`src/rtl/vga_timing_pkg.sv`:
```
// Shared VGA timing constants, polarity encodings and a small window helper
// for the timing generator.
package vga_timing_pkg;

    localparam logic POL_NEG = 1'b0;
    localparam logic POL_POS = 1'b1;

    typedef struct packed {
        int unsigned disp;
        int unsigned fp;
        int unsigned sync;
        int unsigned bp;
        logic        pol;
    } axis_timing_t;

    localparam axis_timing_t VGA640_H = '{640, 16,  96, 48, POL_NEG};
    localparam axis_timing_t VGA640_V = '{480, 10,   2, 33, POL_NEG};
    localparam axis_timing_t VGA800_H = '{800, 40, 128, 88, POL_POS};
    localparam axis_timing_t VGA800_V = '{600,  1,   4, 23, POL_POS};

    function automatic logic in_window(int unsigned pos, int unsigned lo, int unsigned len);
        return (pos >= lo) && (pos < lo + len);
    endfunction

endpackage

```
`src/rtl/vga_pix_tick.sv`:
```
// Pixel-rate strobe: one registered clk-wide pulse every CLK_DIV cycles while en=1.
module vga_pix_tick #(
    parameter int unsigned CLK_DIV = 4
) (
    input  logic clk,
    input  logic reset,
    input  logic en,
    output logic p_tick
);
    localparam int unsigned DW   = (CLK_DIV > 1) ? $clog2(CLK_DIV) : 1;
    localparam logic [DW-1:0] LAST = DW'(CLK_DIV - 1);

    logic [DW-1:0] div_q, div_d;
    logic          tick_q, tick_d;

    always_comb begin
        div_d  = div_q;
        tick_d = 1'b0;
        if (en) begin
            tick_d = (div_q == LAST);
            div_d  = (div_q == LAST) ? '0 : div_q + DW'(1);
        end else if (tick_q) begin
            // A strobe cut off by en falling is re-armed so its pixel is not lost.
            div_d = LAST;
        end
    end

    always_ff @(posedge clk or negedge reset) begin
        if (!reset) begin
            div_q  <= '0;
            tick_q <= 1'b0;
        end else begin
            div_q  <= div_d;
            tick_q <= tick_d;
        end
    end

    assign p_tick = tick_q;

endmodule

```
`src/rtl/vga_timing_gen.sv`:
```
// VGA raster timing generator: pixel/line counters with registered sync,
// blanking and start-of-line/frame strobes aligned to the counters.
module vga_timing_gen
    import vga_timing_pkg::*;
#(
    parameter int unsigned H_DISP  = 640,
    parameter int unsigned H_FP    = 16,
    parameter int unsigned H_SYNC  = 96,
    parameter int unsigned H_BP    = 48,
    parameter int unsigned V_DISP  = 480,
    parameter int unsigned V_FP    = 10,
    parameter int unsigned V_SYNC  = 2,
    parameter int unsigned V_BP    = 33,
    parameter bit          HS_POL  = POL_NEG,
    parameter bit          VS_POL  = POL_NEG,
    parameter int unsigned CLK_DIV = 4,
    localparam int unsigned H_TOTAL = H_DISP + H_FP + H_SYNC + H_BP,
    localparam int unsigned V_TOTAL = V_DISP + V_FP + V_SYNC + V_BP,
    localparam int unsigned X_W     = $clog2(H_TOTAL),
    localparam int unsigned Y_W     = $clog2(V_TOTAL)
) (
    input  logic           clk,
    input  logic           reset,
    input  logic           en,
    output logic           p_tick,
    output logic           hsync,
    output logic           vsync,
    output logic           video_on,
    output logic [X_W-1:0] x_pos,
    output logic [Y_W-1:0] y_pos,
    output logic           line_start,
    output logic           frame_start
);
    generate
        if (CLK_DIV < 1 || CLK_DIV > 16 || H_DISP == 0 || H_FP == 0 || H_SYNC == 0 ||
            H_BP == 0 || V_DISP == 0 || V_FP == 0 || V_SYNC == 0 || V_BP == 0) begin : g_bad_param
            $error("vga_timing_gen: illegal parameter set");
        end
    endgenerate

    logic           adv, x_wrap, y_wrap;
    logic [X_W-1:0] x_q, x_d;
    logic [Y_W-1:0] y_q, y_d;
    logic           hs_q, hs_d, vs_q, vs_d, vid_q, vid_d, ls_q, ls_d, fs_q, fs_d;

    vga_pix_tick #(.CLK_DIV(CLK_DIV)) u_pix_tick (
        .clk    (clk),
        .reset  (reset),
        .en     (en),
        .p_tick (p_tick)
    );

    assign adv    = p_tick & en;
    assign x_wrap = (x_q == X_W'(H_TOTAL - 1));
    assign y_wrap = (y_q == Y_W'(V_TOTAL - 1));

    // Sync/blank/strobes are derived from the next counts so they land with them.
    always_comb begin
        x_d = x_q;
        y_d = y_q;
        if (adv) begin
            x_d = x_wrap ? '0 : x_q + X_W'(1);
            if (x_wrap) y_d = y_wrap ? '0 : y_q + Y_W'(1);
        end
        hs_d  = in_window(32'(x_d), H_DISP + H_FP, H_SYNC) ? HS_POL : ~HS_POL;
        vs_d  = in_window(32'(y_d), V_DISP + V_FP, V_SYNC) ? VS_POL : ~VS_POL;
        vid_d = (32'(x_d) < H_DISP) && (32'(y_d) < V_DISP);
        ls_d  = adv && x_wrap;
        fs_d  = adv && x_wrap && y_wrap;
    end

    always_ff @(posedge clk or negedge reset) begin
        if (!reset) begin
            x_q   <= '0;
            y_q   <= '0;
            hs_q  <= ~HS_POL;
            vs_q  <= ~VS_POL;
            vid_q <= 1'b0;
            ls_q  <= 1'b0;
            fs_q  <= 1'b0;
        end else begin
            x_q  <= x_d;
            y_q  <= y_d;
            ls_q <= ls_d;
            fs_q <= fs_d;
            if (en) begin
                hs_q  <= hs_d;
                vs_q  <= vs_d;
                vid_q <= vid_d;
            end
        end
    end

    assign x_pos       = x_q;
    assign y_pos       = y_q;
    assign hsync       = hs_q;
    assign vsync       = vs_q;
    assign video_on    = vid_q;
    assign line_start  = ls_q;
    assign frame_start = fs_q;

endmodule

```
`config.mk`:
```
export PLATFORM = sky130hd
export DESIGN_NAME = vga_timing_gen
export DESIGN_NICKNAME = d
export VERILOG_FILES = /design/src/rtl/vga_timing_pkg.sv /design/src/rtl/vga_pix_tick.sv /design/src/rtl/vga_timing_gen.sv
export SDC_FILE = /design/constraint.sdc
export NUM_CORES = 1
export LEC_CHECK = 0
export CAP_MARGIN = 20
export CORE_UTILIZATION = 25
export DETAILED_ROUTE_END_ITERATION = 6
export SLEW_MARGIN = 0
export SYNTH_ARGS = -nofsm -noshare
export SYNTH_HDL_FRONTEND = slang
export SYNTH_SLANG_ARGS = --single-unit
```
`constraint.sdc`:
```
create_clock -name clk -period 3.41 [get_ports clk]
set_clock_uncertainty 0.1 [all_clocks]
set_input_delay 0.341 -clock clk [delete_from_list [all_inputs] [get_ports clk]]
set_output_delay 0.341 -clock clk [all_outputs]
set_load 0.01 [all_outputs]
```
==> impl_metrics.prom, run 1 <==
# TYPE chip_impl_metric gauge
chip_impl_metric{name="synth_largest_type_area_fraction",unit=""} 0.419
chip_impl_metric{name="hold_slack_final",unit="ns"} 0.348
chip_impl_metric{name="critPathRequiredTime",unit="ns"} 3.52
chip_impl_metric{name="pwr-share-clk",unit=""} 0.252
chip_impl_metric{name="grt_pass1_wl",unit="mm"} 6.09
chip_impl_metric{name="postRouteAntennaNets",unit=""} 0
chip_impl_metric{name="postSynthAreaPerCell",unit="sq um"} 9.35
chip_impl_metric{name="clock_tree.buffer_depth",unit=""} 2
chip_impl_info{name="cell_taking_the_most_area_after_synthesis",value="sky130_fd_sc_hd__dfrtp_1"} 1
chip_impl_metric{name="detail_route.vias_per_cell",unit=""} 4.90
chip_impl_info{name="cts_tree",value="yes"} 1
chip_impl_info{name="critPathLaunchType",value="register"} 1
chip_impl_metric{name="firstDrtPassIters",unit=""} 4
chip_impl_metric{name="tightest_slew",unit="ns"} 0.380
chip_impl_metric{name="ys_seq_elements",unit=""} 28
chip_impl_info{name="rsz0062_at_grt",value="no"} 1
chip_impl_metric{name="worst-r2r-cell-count",unit=""} 6
chip_impl_metric{name="postSynthNetCount",unit=""} 173
chip_impl_metric{name="drt_drc_violations_left",unit=""} 0
chip_impl_metric{name="gp_congestion",unit=""} 0.806
chip_impl_metric{name="synthArstFlopShare",unit=""} 1.00
chip_impl_metric{name="fp.coreArea",unit="sq um"} 5960
chip_impl_metric{name="tns",unit="ns"} 0
chip_impl_metric{name="initial_antenna_violation_count",unit=""} 0
chip_impl_metric{name="grt_usage",unit=""} 0.123
chip_impl_metric{name="cts.hold.buffers_added",unit=""} 0
chip_impl_metric{name="synth_seq_area_share",unit=""} 0.453
chip_impl_metric{name="filler_cells_inserted",unit=""} 644
chip_impl_metric{name="num_vias",unit=""} 1307
chip_impl_metric{name="grt_pass1_vias",unit=""} 1236
chip_impl_metric{name="timing.critical_path.fanout_max",unit=""} 10
chip_impl_metric{name="avgRoutedWirePerCell",unit="um"} 13.9
chip_impl_info{name="cts-root-buf",value="sky130_fd_sc_hd__clkbuf_8"} 1
chip_impl_metric{name="netlist_instances",unit=""} 166
chip_impl_metric{name="drt_first_iter_violations",unit=""} 55
chip_impl_metric{name="synth-edff-count",unit=""} 0
chip_impl_metric{name="cts_resized",unit=""} 0
chip_impl_metric{name="drv_cap",unit=""} 0
chip_impl_metric{name="floorplan.die_area",unit="sq um"} 6520
chip_impl_metric{name="worst-endpoint-arrival",unit="ns"} 2.75
chip_impl_metric{name="areaGrowthSynthToFinish",unit="%"} 25.3
chip_impl_metric{name="internal-power",unit="W"} 0.000522
chip_impl_metric{name="seq_power_share",unit=""} 0.557
chip_impl_metric{name="path_clk_slew",unit="ns"} 0.10
chip_impl_metric{name="clock.fmax",unit="MHz"} 379
chip_impl_info{name="synthTopCellsByArea",value="sky130_fd_sc_hd__dfrtp_1 42%, sky130_fd_sc_hd__nand2_1 5.3%, sky130_fd_sc_hd__o21ai_0 4.5%"} 1
chip_impl_metric{name="synth.distinct_cells",unit=""} 38
chip_impl_metric{name="final_cell_area",unit="sq um"} 1940
chip_impl_metric{name="place.port_buffers",unit=""} 28
chip_impl_metric{name="clock_insertion_delay_worst_skew",unit="ns"} 0.28
chip_impl_metric{name="insertedDiodeCount",unit=""} 0
chip_impl_metric{name="ir_worst_vdd",unit="uV"} 193
chip_impl_metric{name="finalHoldViolations",unit=""} 0
chip_impl_info{name="worstSetupEndpointType",value="register"} 1
chip_impl_info{name="run_status",value="finished, final reports clean"} 1
chip_impl_metric{name="p_leak",unit="nW"} 0.792
chip_impl_metric{name="largest_net_degree_at_the_start_of_global_routing",unit=""} 29
chip_impl_metric{name="pin_count",unit=""} 29
chip_impl_metric{name="detailed_route_wl",unit="mm"} 3.70
chip_impl_metric{name="dieWidth",unit="um"} 80.8
chip_impl_metric{name="layout.nets",unit=""} 201
chip_impl_metric{name="switching_power",unit="W"} 0.000212
chip_impl_metric{name="place_area",unit="sq um"} 1900
chip_impl_metric{name="period_needed",unit="ns"} 2.64
chip_impl_metric{name="placed_wire_length_estimate_after_detailed_placement",unit="mm"} 2.62
chip_impl_metric{name="total_power",unit="W"} 0.000734
chip_impl_metric{name="finalCritPeriodShare",unit=""} 0.773
chip_impl_metric{name="floorplan.rows",unit=""} 28
chip_impl_metric{name="cts_setup_buffers",unit=""} 0
chip_impl_metric{name="post_synthesis_instance_area",unit="sq um"} 1550
chip_impl_info{name="hp-class",value="in2async"} 1
chip_impl_metric{name="die-height",unit="um"} 80.8
chip_impl_metric{name="synthesis.yosys.warnings",unit=""} 0
chip_impl_metric{name="p_comb_frac",unit=""} 0.191
chip_impl_metric{name="report.final.setup_viol",unit=""} 0
chip_impl_info{name="setup.worst_path.class",value="reg2reg"} 1
chip_impl_metric{name="slew_violations",unit=""} 0
chip_impl_metric{name="cts.htree.levels",unit=""} 1
chip_impl_metric{name="cts_buffers",unit=""} 3
chip_impl_info{name="ys.flop_type",value="sky130_fd_sc_hd__dfrtp_1"} 1
chip_impl_metric{name="power.density",unit="nW/um^2"} 378
chip_impl_metric{name="swShare",unit=""} 0.289
chip_impl_metric{name="drive_above_1_share",unit=""} 0.0573
chip_impl_metric{name="grt_overflow_total",unit=""} 0
chip_impl_metric{name="cts.sink_count",unit=""} 28
chip_impl_metric{name="relSlewSlack",unit=""} 0.746
chip_impl_metric{name="initial_utilization",unit=""} 0.261
==> layout make-up <==
cell class	count	area, sq um	area share
clock buffers	3	41.3	0.0212
multi-input cells	125	785	0.403
repair buffers	31	303	0.156
well taps	75	93.8	0.0483
inverters	5	18.8	0.00965
flip-flops and latches	28	703	0.362
==> power groups by stage <==
| stage | Combinational (W) | Clock (W) | Sequential, W |
|---|---|---|---|
| 2_1_floorplan | 0.0000639 | 0 | 0.000415 |
| 3_3_place_gp | 0.000140 | 0 | 0.000414 |
| 3_5_place_dp | 0.000142 | 0 | 0.000417 |
| 4_1_cts | 0.000142 | 0.000197 | 0.000410 |
| 5_1_grt | 0.000155 | 0.000206 | 0.000417 |
| 6_report | 0.000140 | 0.000185 | 0.000409 |
==> sequential cells by signal, summed over array words and instances (netlist names) <==
signal,flops
u_pix_tick.div_q,2
hsync,1
vsync,1
u_pix_tick.p_tick,1
video_on,1
x_pos,10
frame_start,1
line_start,1
y_pos,10
==> placed cells by master, fill, tap and decap left out, types with 3 or more instances in the layout <==
cell and instances:
sky130_fd_sc_hd__and4_1 5, sky130_fd_sc_hd__and2_1 6, sky130_fd_sc_hd__nor2_1 14, sky130_fd_sc_hd__nand3_1 9, sky130_fd_sc_hd__nor2b_1 3, sky130_fd_sc_hd__dfrtp_1 26, sky130_fd_sc_hd__buf_4 3, sky130_fd_sc_hd__nand4_1 3
sky130_fd_sc_hd__mux2i_1 4, sky130_fd_sc_hd__a21oi_1 4, sky130_fd_sc_hd__nand2_1 22, sky130_fd_sc_hd__xor2_1 4, sky130_fd_sc_hd__clkbuf_8 3, sky130_fd_sc_hd__xnor2_1 7, sky130_fd_sc_hd__clkdlybuf4s50_1 28, sky130_fd_sc_hd__o21ai_0 14
sky130_fd_sc_hd__inv_1 4, sky130_fd_sc_hd__ha_1 4, sky130_fd_sc_hd__a31oi_1 3
==> cell usage after synthesis (all sizes together) (2+ instances only) <==
| cell type | number |
|---|---|
| nand2b | 2 |
| nand3 | 9 |
| clkbuf | 5 |
| xnor2 | 8 |
| dfstp | 2 |
| inv | 4 |
| a31oi | 3 |
| or3 | 2 |
| nor2 | 14 |
| nand4 | 3 |
| and2 | 6 |
| mux2i | 4 |
| and4 | 5 |
| nor2b | 3 |
| ha | 4 |
| buf | 3 |
| xor2 | 4 |
| dfrtp | 26 |
| or4 | 2 |
| a41oi | 2 |
| nand2 | 22 |
| o21ai | 14 |
| a21oi | 4 |
| nand4b | 2 |
| nor3 | 2 |
==> final timing paths <==
kind	slack, ns	start	to
max	0.77	x_pos[7]$_DFF_PN0_	vsync$_DFFE_PN1P_
min	0.35	reset	x_pos[2]$_DFF_PN0_
max reg2reg	0.77	x_pos[7]$_DFF_PN0_	vsync$_DFFE_PN1P_
min reg2reg	0.39	vsync$_DFFE_PN1P_	vsync$_DFFE_PN1P_
max in group asynchronous	2.54	reset	vsync$_DFFE_PN1P_
min in group clk	0.39	vsync$_DFFE_PN1P_	vsync$_DFFE_PN1P_
==> critical path, stage by stage, from the launching register on <==
cell and delay (ns):
sky130_fd_sc_hd__dfrtp_1 0.49, sky130_fd_sc_hd__or3_1 0.35, sky130_fd_sc_hd__or4_4 0.59, sky130_fd_sc_hd__or4_4 0.52
sky130_fd_sc_hd__xnor2_2 0.15, sky130_fd_sc_hd__and4_1 0.20, sky130_fd_sc_hd__a31oi_1 0.16
==> stage by stage <==
step                      instances  utilization  setup WS, ns
after global placement          264        0.320         0.730
final                           267        0.326         0.774
after detailed placement        264        0.320         0.701
after CTS                       267        0.326         0.769
after global routing            267        0.326         0.612
after floorplan                 166            -         0.791
==> cell families (layout without fill, tap and decap cells) <==
logic type,after synthesis,in the layout,share of synthesized area
AO/OA/AOI/OAI,29,29,0.114
buffers and inverters,13,39,0.0411
adder cells (fa/ha/maj),4,4,0.0323
AND/OR/NAND/NOR,76,76,0.261
multiplexers,4,4,0.0258
XOR/XNOR,12,12,0.0726
flip-flops,28,28,0.453
==> layer usage <==
layer | up-vias | GRT usage | part of all wire | routed length, um
li1 | 640 | - | - | -
met1 | 627 | 0.159 | 0.47 | 1750
met2 | 35 | 0.202 | 0.47 | 1750
met3 | 5 | 0.0326 | 0.043 | 159
met4 | 0 | 0.0339 | 0.0097 | 36
met5 | - | 0 | 0 | 0
No activity file was read; power rests on OpenSTA's default activity.
==> run 2, diff against run 1 <==
clock period = 2.8 ns   (was 3.41 ns; I/O delays follow)
==> run 2 against run 1 <==
Against the previous run: core utilization grew 0.76 points; critical path depth unchanged; die area unchanged; first-iteration DRC count grew 40%; worst setup slack worse by 0.58 ns; total power increased by 34%; sequential power increased by 21%; largest power group unchanged; final cell count rose by 1.1%; critical path type unchanged; largest cell class unchanged; cell area up 2.3%; maximum frequency increased by 1.1%.
==> impl_metrics.prom, run 2 (synthesis gave the netlist of run 1 again) <==
# TYPE chip_impl_metric gauge
chip_impl_metric{name="clock.fmax",unit="MHz"} 384
chip_impl_info{name="rsz0062_at_grt",value="no"} 1
chip_impl_metric{name="cts.hold.buffers_added",unit=""} 0
chip_impl_metric{name="firstDrtPassIters",unit=""} 4
chip_impl_metric{name="pwr-share-clk",unit=""} 0.329
chip_impl_metric{name="seq_power_share",unit=""} 0.501
chip_impl_metric{name="switching_power",unit="W"} 0.000256
chip_impl_metric{name="largest_net_degree_at_the_start_of_global_routing",unit=""} 29
chip_impl_metric{name="met3_usage",unit=""} 0.0292
chip_impl_metric{name="initial_antenna_violation_count",unit=""} 0
chip_impl_metric{name="drt_first_iter_violations",unit=""} 77
chip_impl_metric{name="grt_pass1_wl",unit="mm"} 5.89
chip_impl_metric{name="tightest_slew",unit="ns"} 0.361
chip_impl_metric{name="worst-endpoint-arrival",unit="ns"} 2.72
chip_impl_metric{name="relSlewSlack",unit=""} 0.759
chip_impl_metric{name="dieWidth",unit="um"} 80.8
chip_impl_info{name="setup.worst_path.class",value="reg2reg"} 1
chip_impl_info{name="critPathLaunchType",value="register"} 1
chip_impl_info{name="worstSetupEndpointType",value="register"} 1
chip_impl_metric{name="fp.coreArea",unit="sq um"} 5960
chip_impl_metric{name="p_leak",unit="nW"} 0.818
chip_impl_info{name="start_of_the_worst_register_to_register_path",value="x_pos[5]$_DFF_PN0_"} 1
chip_impl_metric{name="gp_congestion",unit=""} 0.801
chip_impl_metric{name="total_power",unit="W"} 0.000987
chip_impl_info{name="global_route.peak_usage_layer",value="met2"} 1
chip_impl_metric{name="internal-power",unit="W"} 0.000731
chip_impl_metric{name="clock_insertion_delay_worst_skew",unit="ns"} 0.28
chip_impl_metric{name="grt_overflow_total",unit=""} 0
chip_impl_metric{name="layout.nets",unit=""} 203
chip_impl_metric{name="pin_count",unit=""} 29
chip_impl_info{name="cpLargestDelayFamily",value="simple AND/OR/NAND/NOR gates"} 1
chip_impl_metric{name="critical_path_buf_inv_count",unit=""} 0
chip_impl_metric{name="die-height",unit="um"} 80.8
chip_impl_metric{name="insertedDiodeCount",unit=""} 0
chip_impl_metric{name="detail_route.vias_per_cell",unit=""} 4.77
chip_impl_metric{name="slew_violations",unit=""} 0
chip_impl_metric{name="finalHoldViolations",unit=""} 0
chip_impl_info{name="cts-root-buf",value="sky130_fd_sc_hd__clkbuf_8"} 1
chip_impl_metric{name="postRouteAntennaNets",unit=""} 0
chip_impl_metric{name="drt_drc_violations_left",unit=""} 0
chip_impl_metric{name="placed_wire_length_estimate_after_detailed_placement",unit="mm"} 2.55
chip_impl_metric{name="grt_pass1_vias",unit=""} 1246
chip_impl_info{name="cp_cell_sequence",value="or3_1, or4_4, or4_4, xnor2_2, and4_1, a31oi_1"} 1
chip_impl_metric{name="num_vias",unit=""} 1287
chip_impl_info{name="run_status",value="finished, final reports clean"} 1
chip_impl_metric{name="power.density",unit="nW/um^2"} 496
chip_impl_info{name="cpMaxStageDelayCell",value="sky130_fd_sc_hd__or4_4"} 1
chip_impl_metric{name="global_route.usage.met2",unit=""} 0.187
chip_impl_metric{name="finalCritPeriodShare",unit=""} 0.931
chip_impl_metric{name="swShare",unit=""} 0.260
chip_impl_metric{name="critPathRequiredTime",unit="ns"} 2.91
chip_impl_metric{name="drive_above_1_share",unit=""} 0.0718
chip_impl_metric{name="final-seq-area",unit="sq um"} 703
chip_impl_metric{name="cts.htree.levels",unit=""} 1
chip_impl_metric{name="filler_cells_inserted",unit=""} 618
chip_impl_metric{name="clock_tree.buffer_depth",unit=""} 2
chip_impl_metric{name="placement_stage_worst_setup_slack",unit="ns"} 0.132
chip_impl_metric{name="detailed_route_wl",unit="mm"} 3.49
chip_impl_info{name="critPathMostFrequentCell",value="sky130_fd_sc_hd__or4_4"} 1
chip_impl_metric{name="drv_cap",unit=""} 0
chip_impl_metric{name="path_clk_slew",unit="ns"} 0.10
chip_impl_metric{name="use_met1",unit=""} 0.162
chip_impl_metric{name="report.final.setup_viol",unit=""} 0
chip_impl_metric{name="critPathMaxStageDelay",unit="ns"} 0.60
chip_impl_info{name="setup.worst_path.start",value="x_pos[5]$_DFF_PN0_"} 1
chip_impl_metric{name="timing.critical_path.fanout_max",unit=""} 9
chip_impl_metric{name="ir_worst_vdd",unit="uV"} 293
chip_impl_metric{name="tns",unit="ns"} 0
chip_impl_metric{name="period_needed",unit="ns"} 2.61
chip_impl_metric{name="grt_usage",unit=""} 0.116
chip_impl_metric{name="areaGrowthSynthToFinish",unit="%"} 28.2
chip_impl_metric{name="setup_slack",unit="ns"} 0.193
chip_impl_metric{name="multi_input_comb_area",unit="sq um"} 785
chip_impl_metric{name="avgRoutedWirePerCell",unit="um"} 12.9
chip_impl_info{name="most-common-layout-cells",value="28 x sky130_fd_sc_hd__clkdlybuf4s50_1, 26 x sky130_fd_sc_hd__dfrtp_1, 22 x sky130_fd_sc_hd__nand2_1, 14 x sky130_fd_sc_hd__nor2_1, 14 x sky130_fd_sc_hd__o21ai_0"} 1
chip_impl_metric{name="cts.sink_count",unit=""} 28
chip_impl_metric{name="place.port_buffers",unit=""} 28
chip_impl_metric{name="cts_buffers",unit=""} 3
chip_impl_metric{name="initial_utilization",unit=""} 0.261
chip_impl_info{name="hp-class",value="in2async"} 1
chip_impl_info{name="mostFrequentLayoutCell",value="sky130_fd_sc_hd__clkdlybuf4s50_1"} 1
chip_impl_metric{name="floorplan.die_area",unit="sq um"} 6520
chip_impl_metric{name="p_comb_frac",unit=""} 0.170
chip_impl_metric{name="place_area",unit="sq um"} 1920
chip_impl_metric{name="final_cell_area",unit="sq um"} 1990
chip_impl_info{name="cts_tree",value="yes"} 1
chip_impl_metric{name="floorplan.rows",unit=""} 28
-- run 2: power by group through the flow --
stage               combinational [W]  sequential (W)  clock [W]
floorplan                   0.0000778        0.000506          0
global placement             0.000170        0.000504          0
detailed placement           0.000170        0.000504          0
CTS                          0.000171        0.000496   0.000334
global route                 0.000189        0.000505   0.000349
finish                       0.000168        0.000494   0.000325
-- run 2: through the flow --
stage | hold WS (ns) | std cells | utilization
4_1_cts | 0.289 | 270 | 0.334
2_1_floorplan | -0.116 | 166 | -
3_5_place_dp | 0.402 | 266 | 0.322
5_1_grt | 0.302 | 270 | 0.334
3_3_place_gp | 0.386 | 266 | 0.322
6_report | 0.271 | 270 | 0.334
-- run 2: repair_timing --
item	4_1_cts	5_1_grt
endpoints found under the setup margin	0	1
buffers inserted	0	0
resized for setup	0	1
-- run 2: layout make-up --
type | count | share of cell area
multi-input cells | 125 | 0.394
inverters | 5 | 0.00943
well taps | 75 | 0.0472
flip-flops and latches | 28 | 0.353
repair buffers | 33 | 0.160
clock inverters | 1 | 0.0151
clock buffers | 3 | 0.0208
-- run 2: worst register-to-register path, stage by stage, from the launching register on --
cell	delay [ns]
sky130_fd_sc_hd__dfrtp_1	0.43
sky130_fd_sc_hd__or3_1	0.39
sky130_fd_sc_hd__or4_4	0.60
sky130_fd_sc_hd__or4_4	0.52
sky130_fd_sc_hd__xnor2_2	0.14
sky130_fd_sc_hd__and4_1	0.20
sky130_fd_sc_hd__a31oi_1	0.16
-- run 2: worst paths after layout --
kind                                               end  slack [ns]  depth (start not counted)
max                                  vsync$_DFFE_PN1P_        0.19                          6
min                        u_pix_tick.p_tick$_DFF_PN0_        0.27                          2
max reg2reg                          vsync$_DFFE_PN1P_        0.19                          6
min reg2reg                          hsync$_DFFE_PN1P_        0.41                          2
max in group asynchronous            vsync$_DFFE_PN1P_        2.02                          2
min in group clk                     hsync$_DFFE_PN1P_        0.41                          2
-- run 2: routing by layer --
layer | routed length [um] | share of wire | vias to the layer above
met3 | 197 | 0.056 | 0
li1 | - | - | 647
met1 | 1700 | 0.49 | 609
met5 | 0 | 0 | -
met4 | 0 | 0 | 0
met2 | 1600 | 0.46 | 31
==> run 3, diff against run 2 <==
CORE_MARGIN = 5   (was default)
CTS_CLUSTER_SIZE = 8   (was default)
==> run 3 against run 2 <==
Against the previous run: maximum frequency down 0.72%; total power down 9.6%; flip-flop and latch count unchanged; critical path depth unchanged; die area up 21%; critical path type unchanged; largest cell class unchanged; largest power group unchanged.
==> impl_metrics.prom, run 3 (synthesis gave the netlist of run 1 again) <==
# TYPE chip_impl_metric gauge
chip_impl_metric{name="period_needed",unit="ns"} 2.63
chip_impl_info{name="start_of_the_worst_register_to_register_path",value="x_pos[5]$_DFF_PN0_"} 1
chip_impl_metric{name="dieWidth",unit="um"} 88.8
chip_impl_metric{name="cts.htree.levels",unit=""} 1
chip_impl_metric{name="floorplan.die_area",unit="sq um"} 7880
chip_impl_metric{name="seq_power_share",unit=""} 0.557
chip_impl_metric{name="p_leak",unit="nW"} 0.807
chip_impl_info{name="critical_path.reg2reg.endpoint",value="vsync$_DFFE_PN1P_"} 1
chip_impl_metric{name="insertedDiodeCount",unit=""} 0
chip_impl_metric{name="firstDrtPassIters",unit=""} 4
chip_impl_info{name="cts-root-buf",value="sky130_fd_sc_hd__clkbuf_8"} 1
chip_impl_metric{name="avgRoutedWirePerCell",unit="um"} 13.9
chip_impl_metric{name="ir_worst_vdd",unit="uV"} 318
chip_impl_metric{name="initial_antenna_violation_count",unit=""} 0
chip_impl_metric{name="grt_pass1_vias",unit=""} 1295
chip_impl_metric{name="cts_buffers",unit=""} 3
chip_impl_metric{name="detail_route.vias_per_cell",unit=""} 4.80
chip_impl_metric{name="drv_cap",unit=""} 0
chip_impl_metric{name="relSlewSlack",unit=""} 0.750
chip_impl_metric{name="die-height",unit="um"} 88.8
chip_impl_metric{name="gp_congestion",unit=""} 0.814
chip_impl_metric{name="swShare",unit=""} 0.284
chip_impl_metric{name="internal-power",unit="W"} 0.000639
chip_impl_metric{name="initial_utilization",unit=""} 0.259
chip_impl_info{name="mostFrequentLayoutCell",value="sky130_fd_sc_hd__clkdlybuf4s50_1"} 1
chip_impl_metric{name="pwr-share-clk",unit=""} 0.247
chip_impl_metric{name="clock_insertion_delay_worst_skew",unit="ns"} 0.28
chip_impl_metric{name="cts.hold.buffers_added",unit=""} 0
chip_impl_info{name="worstSetupEndpointType",value="register"} 1
chip_impl_info{name="cts_tree",value="yes"} 1
chip_impl_metric{name="clock.fmax",unit="MHz"} 381
chip_impl_metric{name="pin_count",unit=""} 29
chip_impl_metric{name="drive_above_1_share",unit=""} 0.0718
chip_impl_metric{name="fp.coreArea",unit="sq um"} 5990
chip_impl_metric{name="layout.nets",unit=""} 204
chip_impl_metric{name="report.final.setup_viol",unit=""} 0
chip_impl_info{name="hp-class",value="in2async"} 1
chip_impl_metric{name="setup_slack",unit="ns"} 0.175
chip_impl_metric{name="finalCritPeriodShare",unit=""} 0.938
chip_impl_metric{name="switching_power",unit="W"} 0.000254
chip_impl_metric{name="drt_first_iter_violations",unit=""} 45
chip_impl_metric{name="power.density",unit="nW/um^2"} 454
chip_impl_metric{name="placed_wire_length_estimate_after_detailed_placement",unit="mm"} 2.72
chip_impl_metric{name="drt_drc_violations_left",unit=""} 0
chip_impl_metric{name="cts.sink_count",unit=""} 28
chip_impl_info{name="most-common-layout-cells",value="28 x sky130_fd_sc_hd__clkdlybuf4s50_1, 26 x sky130_fd_sc_hd__dfrtp_1, 22 x sky130_fd_sc_hd__nand2_1, 14 x sky130_fd_sc_hd__nor2_1, 14 x sky130_fd_sc_hd__o21ai_0"} 1
chip_impl_metric{name="finalHoldViolations",unit=""} 0
chip_impl_metric{name="grt_usage",unit=""} 0.103
chip_impl_metric{name="reg2reg_setup_slack",unit="ns"} 0.17
chip_impl_metric{name="timing.critical_path.fanout_max",unit=""} 9
chip_impl_info{name="setup.worst_path.class",value="reg2reg"} 1
chip_impl_metric{name="floorplan.rows",unit=""} 28
chip_impl_metric{name="worst-endpoint-arrival",unit="ns"} 2.73
chip_impl_metric{name="grt_pass1_wl",unit="mm"} 6.31
chip_impl_metric{name="tns",unit="ns"} 0
chip_impl_metric{name="detailed_route_wl",unit="mm"} 3.74
chip_impl_metric{name="largest_net_degree_at_the_start_of_global_routing",unit=""} 29
chip_impl_metric{name="tightest_slew",unit="ns"} 0.375
chip_impl_metric{name="postRouteAntennaNets",unit=""} 0
chip_impl_metric{name="placement_stage_worst_setup_slack",unit="ns"} 0.189
chip_impl_metric{name="critPathRequiredTime",unit="ns"} 2.90
chip_impl_metric{name="clock_tree.buffer_depth",unit=""} 2
chip_impl_info{name="run_status",value="finished, final reports clean"} 1
chip_impl_metric{name="num_vias",unit=""} 1296
chip_impl_metric{name="path_clk_slew",unit="ns"} 0.09
chip_impl_metric{name="final_util",unit=""} 0.328
chip_impl_metric{name="areaGrowthSynthToFinish",unit="%"} 26.8
chip_impl_metric{name="place.port_buffers",unit=""} 28
chip_impl_metric{name="cts_resized",unit=""} 0
chip_impl_info{name="critPathLaunchType",value="register"} 1
chip_impl_info{name="rsz0062_at_grt",value="no"} 1
chip_impl_metric{name="grt_overflow_total",unit=""} 0
chip_impl_metric{name="slew_violations",unit=""} 0
chip_impl_metric{name="p_comb_frac",unit=""} 0.196
chip_impl_metric{name="worst-r2r-cell-count",unit=""} 6
chip_impl_metric{name="cts_setup_buffers",unit=""} 0
run 3: cell types whose count changed in the layout (fill, tap and decap cells not counted), sizes merged:
cell / delta
buf: +1
bufinv: -1
run 3: layer usage:
layer,share of wire,routed length [um],global-route usage
met1,0.47,1770,0.136
met3,0.052,195,0.0289
met5,0,0,0
met4,0.0096,36,0.0247
met2,0.47,1740,0.167
run 3: critical path, stage by stage, from the launching register on:
cell and delay [ns]:
sky130_fd_sc_hd__dfrtp_1 0.44, sky130_fd_sc_hd__or3_1 0.41, sky130_fd_sc_hd__or4_4 0.59, sky130_fd_sc_hd__or4_4 0.51, sky130_fd_sc_hd__xnor2_2 0.15, sky130_fd_sc_hd__and4_1 0.19, sky130_fd_sc_hd__a31oi_1 0.16
run 3: worst max path at each step:
stage	startpoint	to	slack, ns	cells after the start
after floorplan	x_pos[7]$_DFF_PN0_	vsync$_DFFE_PN1P_	0.18	8
after global placement	en	vsync$_DFFE_PN1P_	0.21	7
after detailed placement	en	vsync$_DFFE_PN1P_	0.19	7
after CTS	x_pos[5]$_DFF_PN0_	vsync$_DFFE_PN1P_	0.18	6
after global routing	x_pos[5]$_DFF_PN0_	vsync$_DFFE_PN1P_	0.06	7
final	x_pos[5]$_DFF_PN0_	vsync$_DFFE_PN1P_	0.17	6
run 3: power groups by stage:
stage                     combinational [W]  sequential, W  clock (W)
after floorplan                   0.0000778       0.000506          0
after global placement             0.000173       0.000503          0
after detailed placement           0.000177       0.000505          0
after CTS                          0.000178       0.000497   0.000233
after global routing               0.000201       0.000504   0.000246
final                              0.000175       0.000497   0.000221
run 3: stage by stage:
step	area, sq um	std cells	hold WS [ns]	power (W)
floorplan	1550	166	-0.116	0.000583
global placement	1930	267	0.388	0.000676
detailed placement	1930	267	0.385	0.000683
CTS	1970	270	0.288	0.000908
global route	1970	270	0.316	0.000951
finish	1970	270	0.283	0.000893
run 3: area by class of cell:
| class | count | area, sq um |
|---|---|---|
| fillers | 628 | 4020 |
| multi-input cells | 125 | 785 |
| repair buffers | 34 | 325 |
| clock buffers | 3 | 41.3 |
| inverters | 5 | 18.8 |
| well taps | 75 | 93.8 |
| flip-flops and latches | 28 | 703 |
